File: src/rtl/aes_pkg.sv
// Shared types and sizing for the inverse-AES SPI front end.
package aes_pkg;

  localparam int unsigned BLOCK_BITS  = 128;
  localparam int unsigned FRAME_BITS  = 256;
  localparam int unsigned MASK_CYCLES = 4;
  localparam int unsigned CNT_W       = 9;
  localparam int unsigned MASK_W      = 3;

  typedef enum logic [1:0] {
    IDLE,
    SHIFT_IN,
    WAIT_CORE,
    SHIFT_OUT
  } state_e;

endpackage

File: src/rtl/sync_edge.sv
// Two-flop synchronizer for an asynchronous pin, plus rise/fall detect against a third copy.
module sync_edge (
  input  logic i_clk,
  input  logic i_reset,
  input  logic i_d,
  output logic o_level,
  output logic o_rise,
  output logic o_fall
);

  logic [2:0] r_sync;

  always_ff @(posedge i_clk) begin
    if (i_reset) begin
      r_sync <= '0;
    end else begin
      r_sync <= {r_sync[1:0], i_d};
    end
  end

  assign o_level = r_sync[1];
  assign o_rise  = r_sync[1] & ~r_sync[2];
  assign o_fall  = ~r_sync[1] & r_sync[2];

endmodule

File: src/rtl/invaes_spi_frontend.sv
// SPI front end for an inverse-AES core: shifts in key+ciphertext, runs the core,
// and shifts the plaintext back out to the Pi.
module invaes_spi_frontend
  import aes_pkg::*;
(
  input  logic                  clk,
  input  logic                  reset,
  input  logic                  sck,
  input  logic                  sdi,
  input  logic                  load,
  output logic                  sdo,
  output logic                  ce,
  output logic [BLOCK_BITS-1:0] key,
  output logic [BLOCK_BITS-1:0] cyphertext,
  input  logic                  core_done,
  input  logic [BLOCK_BITS-1:0] plaintext,
  output logic                  done,
  output logic                  frame_err
);

  logic w_sck_level, w_sck_rise, w_sck_fall;
  logic w_sdi_level, w_sdi_rise, w_sdi_fall;
  logic w_load_level, w_load_rise, w_load_fall;
  logic w_unused_sync;

  sync_edge u_sync_sck (
    .i_clk   (clk),
    .i_reset (reset),
    .i_d     (sck),
    .o_level (w_sck_level),
    .o_rise  (w_sck_rise),
    .o_fall  (w_sck_fall)
  );

  sync_edge u_sync_sdi (
    .i_clk   (clk),
    .i_reset (reset),
    .i_d     (sdi),
    .o_level (w_sdi_level),
    .o_rise  (w_sdi_rise),
    .o_fall  (w_sdi_fall)
  );

  sync_edge u_sync_load (
    .i_clk   (clk),
    .i_reset (reset),
    .i_d     (load),
    .o_level (w_load_level),
    .o_rise  (w_load_rise),
    .o_fall  (w_load_fall)
  );

  // Only the data level of sdi and the edges of sck/load drive the FSM.
  assign w_unused_sync = ^{w_sck_level, w_sdi_rise, w_sdi_fall, w_load_level};

  state_e                r_state, w_state_d;
  logic [CNT_W-1:0]      r_cnt, w_cnt_d;
  logic [MASK_W-1:0]     r_mask, w_mask_d;
  logic [FRAME_BITS-1:0] r_shift, w_shift_d;
  logic [BLOCK_BITS-1:0] r_out, w_out_d;
  logic                  r_done, w_done_d;
  logic                  r_ferr, w_ferr_d;

  always_ff @(posedge clk) begin
    if (reset) begin
      r_state <= IDLE;
      r_cnt   <= '0;
      r_mask  <= '0;
      r_shift <= '0;
      r_out   <= '0;
      r_done  <= 1'b0;
      r_ferr  <= 1'b0;
    end else begin
      r_state <= w_state_d;
      r_cnt   <= w_cnt_d;
      r_mask  <= w_mask_d;
      r_shift <= w_shift_d;
      r_out   <= w_out_d;
      r_done  <= w_done_d;
      r_ferr  <= w_ferr_d;
    end
  end

  always_comb begin
    w_state_d = r_state;
    w_cnt_d   = r_cnt;
    w_mask_d  = r_mask;
    w_shift_d = r_shift;
    w_out_d   = r_out;
    w_done_d  = r_done;
    w_ferr_d  = r_ferr;
    // A load rise restarts the frame from any state and hides any sck edge this cycle.
    if (w_load_rise) begin
      w_state_d = SHIFT_IN;
      w_cnt_d   = '0;
      w_ferr_d  = 1'b0;
      w_done_d  = 1'b0;
    end else begin
      unique case (r_state)
        IDLE: begin
        end
        SHIFT_IN: begin
          if (w_load_fall) begin
            if (r_cnt == CNT_W'(FRAME_BITS)) begin
              w_state_d = WAIT_CORE;
              w_mask_d  = '0;
            end else begin
              w_state_d = IDLE;
              w_ferr_d  = 1'b1;
            end
          end else if (w_sck_rise) begin
            w_shift_d = {r_shift[FRAME_BITS-2:0], w_sdi_level};
            if (r_cnt != CNT_W'(FRAME_BITS)) w_cnt_d = r_cnt + 1'b1;
          end
        end
        WAIT_CORE: begin
          if (r_mask != MASK_W'(MASK_CYCLES)) begin
            w_mask_d = r_mask + 1'b1;
          end else if (core_done) begin
            w_out_d   = plaintext;
            w_done_d  = 1'b1;
            w_cnt_d   = '0;
            w_state_d = SHIFT_OUT;
          end
        end
        SHIFT_OUT: begin
          if (w_sck_fall) begin
            w_out_d = {r_out[BLOCK_BITS-2:0], 1'b0};
            if (r_cnt == CNT_W'(BLOCK_BITS - 1)) w_state_d = IDLE;
            else                                 w_cnt_d   = r_cnt + 1'b1;
          end
        end
        default: w_state_d = IDLE;
      endcase
    end
  end

  assign ce         = (r_state == IDLE) || (r_state == SHIFT_IN);
  assign sdo        = (r_state == SHIFT_OUT) & r_out[BLOCK_BITS-1];
  assign key        = r_shift[FRAME_BITS-1:BLOCK_BITS];
  assign cyphertext = r_shift[BLOCK_BITS-1:0];
  assign done       = r_done;
  assign frame_err  = r_ferr;

endmodule

File: config.mk
export PLATFORM = sky130hd
export DESIGN_NAME = invaes_spi_frontend
export DESIGN_NICKNAME = d
export VERILOG_FILES = /design/src/rtl/aes_pkg.sv /design/src/rtl/sync_edge.sv /design/src/rtl/invaes_spi_frontend.sv
export SDC_FILE = /design/constraint.sdc
export NUM_CORES = 1
export LEC_CHECK = 0
export BUFFER_PORTS_ARGS = -buffer_cell sky130_fd_sc_hd__buf_2
export CORE_MARGIN = 5
export CORE_UTILIZATION = 52
export DETAILED_ROUTE_END_ITERATION = 16
export GPL_TIMING_DRIVEN = 0
export PLACE_DENSITY_LB_ADDON = 0.25
export SLEW_MARGIN = 20
export SYNTH_ARGS = -nofsm -noshare
export SYNTH_HDL_FRONTEND = slang
export SYNTH_HIERARCHICAL = 1
export SYNTH_SLANG_ARGS = --single-unit
File: constraint.sdc
create_clock -name clk -period 4 [get_ports clk]
set_clock_uncertainty 0.2 [all_clocks]
set_input_delay 0.2 -clock clk [delete_from_list [all_inputs] [get_ports clk]]
set_output_delay 0.2 -clock clk [all_outputs]
set_load 0.02 [all_outputs]
== After elaboration in Yosys (flattened, before gate mapping) ==
Index checks and enable logic that the tools add are counted.
Operators by class
  add/sub/neg operators: 2
  eq/ne operators: 23
  multiplexer cells: 24
  bitwise operators: 13
  reductions and logical operators: 15
Operators with widths (count)
  $mux W128: 3
  $pmux W128 S2: 1
  $mux W9: 7
  $pmux W9 S3: 1
  $ne A2 B2 Y1 const B: 8
  $mux W2: 6
  $reduce_and A6 Y1: 2
  $reduce_and A5 Y1: 2
  $add A9 B1 Y9 const B: 1
  $eq A9 B7 Y1 const B: 1
  $eq A9 B9 Y1 const B: 1
  $mux W3: 3
  $ne A3 B2 Y1 const B: 3
  $ne A9 B9 Y1 const B: 1
  $not A1 Y1: 8
  $reduce_and A8 Y1: 1
  $ne A2 B1 Y1 const B: 3
  $ne A3 B1 Y1 const B: 2
  $pmux W2 S3: 1
  $pmux W3 S2: 1
  $reduce_and A3 Y1: 2
  $and A1 B1 Y1: 5
  $eq A2 B2 Y1 const B: 2
  $reduce_and A4 Y1: 1
  10 further kinds: 11
Word-level totals
  register bits after elaboration: 408
  input port bits: 134
  output and inout port bits: 260
  logic and storage cells: 88

== Logic depth before layout (Yosys ltp) ==
  depth after elaboration: 5
  gate-level depth with buffers: 9
  depth with buffers taken out: 7

== Modules after synthesis ==
The synthesis kept the hierarchy.
Modules (own cells, without submodules)
  invaes_spi_frontend: times used 1, cells each 1803, area an instance 15504.9 sq um, sequential area each 8007.7 sq um
  sync_edge: times used 3, cells each 8, area an instance 91.3 sq um, sequential area each 60.1 sq um

== Worst setup path after synthesis ==
Ideal clock, no wire load.
  kind: reg2reg
  start: register r_state[0]
  end: register r_out[108]
  setup time: 0.146 ns
  arrival: 1.659 ns
  data required time: 3.654 ns
  setup slack: 1.995 ns
  stages on the path, launching flop included: 9
  buffers on the path: 3
  period minus slack after synthesis: 2.005 ns
  cell sequence: dfxtp_1 inv_1 ha_1 clkbuf_1 nor2_1 nor3b_2 buf_2 buf_2 a211oi_2
Between the ends
  word-level cells in the longest chain between the ends: 3
  elaborated cells on any way between the ends: 8
  classes of those cells: 5 x eq/ne; 1 x mux; 2 x reduce/logical
Ends and longest elaborated chain
  start: declaration: RTL line invaes_spi_frontend.sv:56  | state_e r_state, w_state_d;
  start signal: assignment: RTL line invaes_spi_frontend.sv:74  | r_state <= w_state_d;
  $eq A2 B2 Y1: RTL line invaes_spi_frontend.sv:99  | unique case (r_state)
  $ne A2 B1 Y1 (no source line), or another cell as far along
  $reduce_and A5 Y1 (no source line)
  end signal: assignment: RTL line invaes_spi_frontend.sv:78  | r_out <= w_out_d;
  end: declaration: RTL line invaes_spi_frontend.sv:60  | logic [BLOCK_BITS-1:0] r_out, w_out_d;
Several ways; a longest one is shown, not always the timed one.
A chain may end at the register's enable or synchronous reset.

== Final worst setup path ==
  start: register r_state[0]
  end: output sdo
Between the ends
  word-level cells in the longest chain between the ends: 2
Ends and longest elaborated chain
  $eq A2 B2 Y1: RTL line invaes_spi_frontend.sv:139  | assign sdo = (r_state == SHIFT_OUT) & r_out[BLOCK_BITS-1];
  $and A1 B1 Y1: RTL line invaes_spi_frontend.sv:139
  end: declaration: RTL line invaes_spi_frontend.sv:11  | output logic sdo,
No other way between the ends.

==> flow_summary.toml <==
[run_status]
status = "finished clean"

[clock_network]
clkTransAtPathRegs_ns = 0.06
clock_sinks = 408
cts_htree_levels = 2
tritoncts = "done"
clockBufferDepth = 3
post_cts_resized = 0
cts_hold_buf = 136
cts_setup_buffers = 0
clk_latency_ns = 0.52
root_buffer = "clkbuf_16"
cts_buffers = 42

[timing]
rsz0062_at_grt = "false"
tns_ns = 0
worstMarginPinSlew_ns = 0.9242
fmax_mhz = 344.4
setup_viol = 0
slew_headroom_pct = 38.39
slew_viol_final = 0
fin_ws_ns = 1.096
finalHoldViolCount = 0
fin_crit_sh_pct = 72.59
hold_slack_ns = 0.2426
min_period_ns = 2.904

[synthesis]
synthCells = 1823
syn_area_per_cell_sq_um = 8.634
yosysWarnings = 6
syn-cell-area_sq_um = 15740
synth_nets = 1965

[critical_path]
worstPathMaxFanout = 10
arrival_ns = 2.50
cp.required_ns = 3.60
crit_type = "register to output pin"
startpoint_type = "register"
crit_path_end_kind = "output pin"

[finish]
fin_cells = 2825
area_growth_pct = 33.43
fin_nets = 2538
drive_above_1_share_pct = 23.74

[worst_hold_path]
timing.hold.worst.class = "register to register"

[placement]
dpl_worst_slack_ns = 1.440
gp_congestion = 0.8636
dpl.cell_count = 2606
hpwlAfterDp_mm = 32.35
io_buffers = 393

[die]
die_h_um = 184.0
dieWidth_um = 184.0
io_pins = 394
dieArea_sq_um = 33850
initial_utilization_pct = 52.83
core_sq_um = 29800
rows = 63

[route]
drt-initial-drc-count = 700
wl_per_cell_um = 17.23
ant_nets = 0
routed_wl_mm = 48.67
viasPerCell = 5.369
first_pass_iters = 5
detail_route.drc_violations = 0
vias = 15170

[power_and_ir_drop]
leakage_nw = 8.124
power_density_nw_per_um2 = 499.8
peakVddDrop_mv = 0.3239

[global_route]
antenna_found_initial = 8
overflow = 0
grt_first_pass_wirelength_mm = 76.57
grt_max_degree = 14
first_global_vias = 15110
grtUsageTotal_pct = 27.33

[job]
cap_violations = 0
report_power, final:
part	internal (mW)	switching [mW]
Sequential	4.46	0.236
Combinational	0.748	1.05
Clock	2.42	1.58
Total	7.63	2.87
layout make-up:
cell class / instances / area, sq um
inverters: 9 / 33.78
clock buffers: 64 / 1295
multi-input cells: 1256 / 6853
flip-flops and latches: 408 / 8168
diodes: 9 / 22.52
fillers: 2256 / 8793
plain buffers: 150 / 685.7
repair buffers: 529 / 3328
clock inverters: 10 / 128.9
well taps: 390 / 488.0
stage by stage:
step	power [mW]	util, %	cell area, sq um
after detailed placement	6.369	61.06	18200
after global routing	10.95	70.48	21000
after global placement	6.284	61.06	18200
final	10.50	70.49	21000
after CTS	10.45	70.41	20980
after floorplan	5.954	-	15740
critical path: stages (launching register included):
cell      delay [ns]
dfxtp_1         0.38
ha_1            0.16
buf_2           0.20
buf_4           0.23
clkbuf_1        0.57
and2_1          0.26
buf_2           0.18
layer usage:
layer  part of all wire (%)  up-vias  routed length [um]  track usage [%]
li1                       -     7293                   -                -
met1                     38     7120               18610            31.95
met2                     49      586               23720            46.85
met3                    7.8      168                3800            7.123
met4                    5.2        0                2537            12.87
met5                      0        -                   0                0
flip-flops by register name, indices dropped and copies added (netlist names), 2 cells and up:
| signal | count |
|---|---|
| r_shift | 256 |
| r_out | 128 |
| r_cnt | 9 |
| r_mask | 3 |
| u_sync_load/r_sync | 3 |
| u_sync_sck/r_sync | 3 |
| r_state | 2 |
| u_sync_sdi/r_sync | 2 |
worst paths after layout:
check,startpoint,end,slack (ns),cells past startpoint
worst max-delay path,r_state[0],sdo,1.10,6
worst min-delay path,u_sync_sck/r_sync[0],u_sync_sck/r_sync[1],0.24,1
worst max register to register,r_state[0],r_out[100],1.41,9
worst min register to register,u_sync_sck/r_sync[0],u_sync_sck/r_sync[1],0.24,1
cell usage in the layout (no fill, tap or decap), types with 2 or more instances in the layout:
master / n
o21ai_0: 3
and3_1: 5
o211ai_1: 5
diode_2: 9
dlygate4sd3_1: 136
inv_1: 8
a21oi_1: 266
or4b_1: 2
bufinv_16: 3
a31oi_1: 5
o41ai_2: 3
nand4_1: 2
nand2b_1: 6
o2111ai_1: 2
a211oi_1: 95
clkbuf_16: 43
buf_4: 14
nor4b_2: 2
nor2_1: 138
buf_2: 449
a211oi_2: 33
clkinv_2: 6
buf_1: 7
clkbuf_8: 14
mux2i_1: 127
clkbuf_1: 80
nand2_1: 517
ha_1: 8
nor2b_1: 12
dfxtp_1: 408
nand3_1: 9
Power figures use the tool's default switching activity.
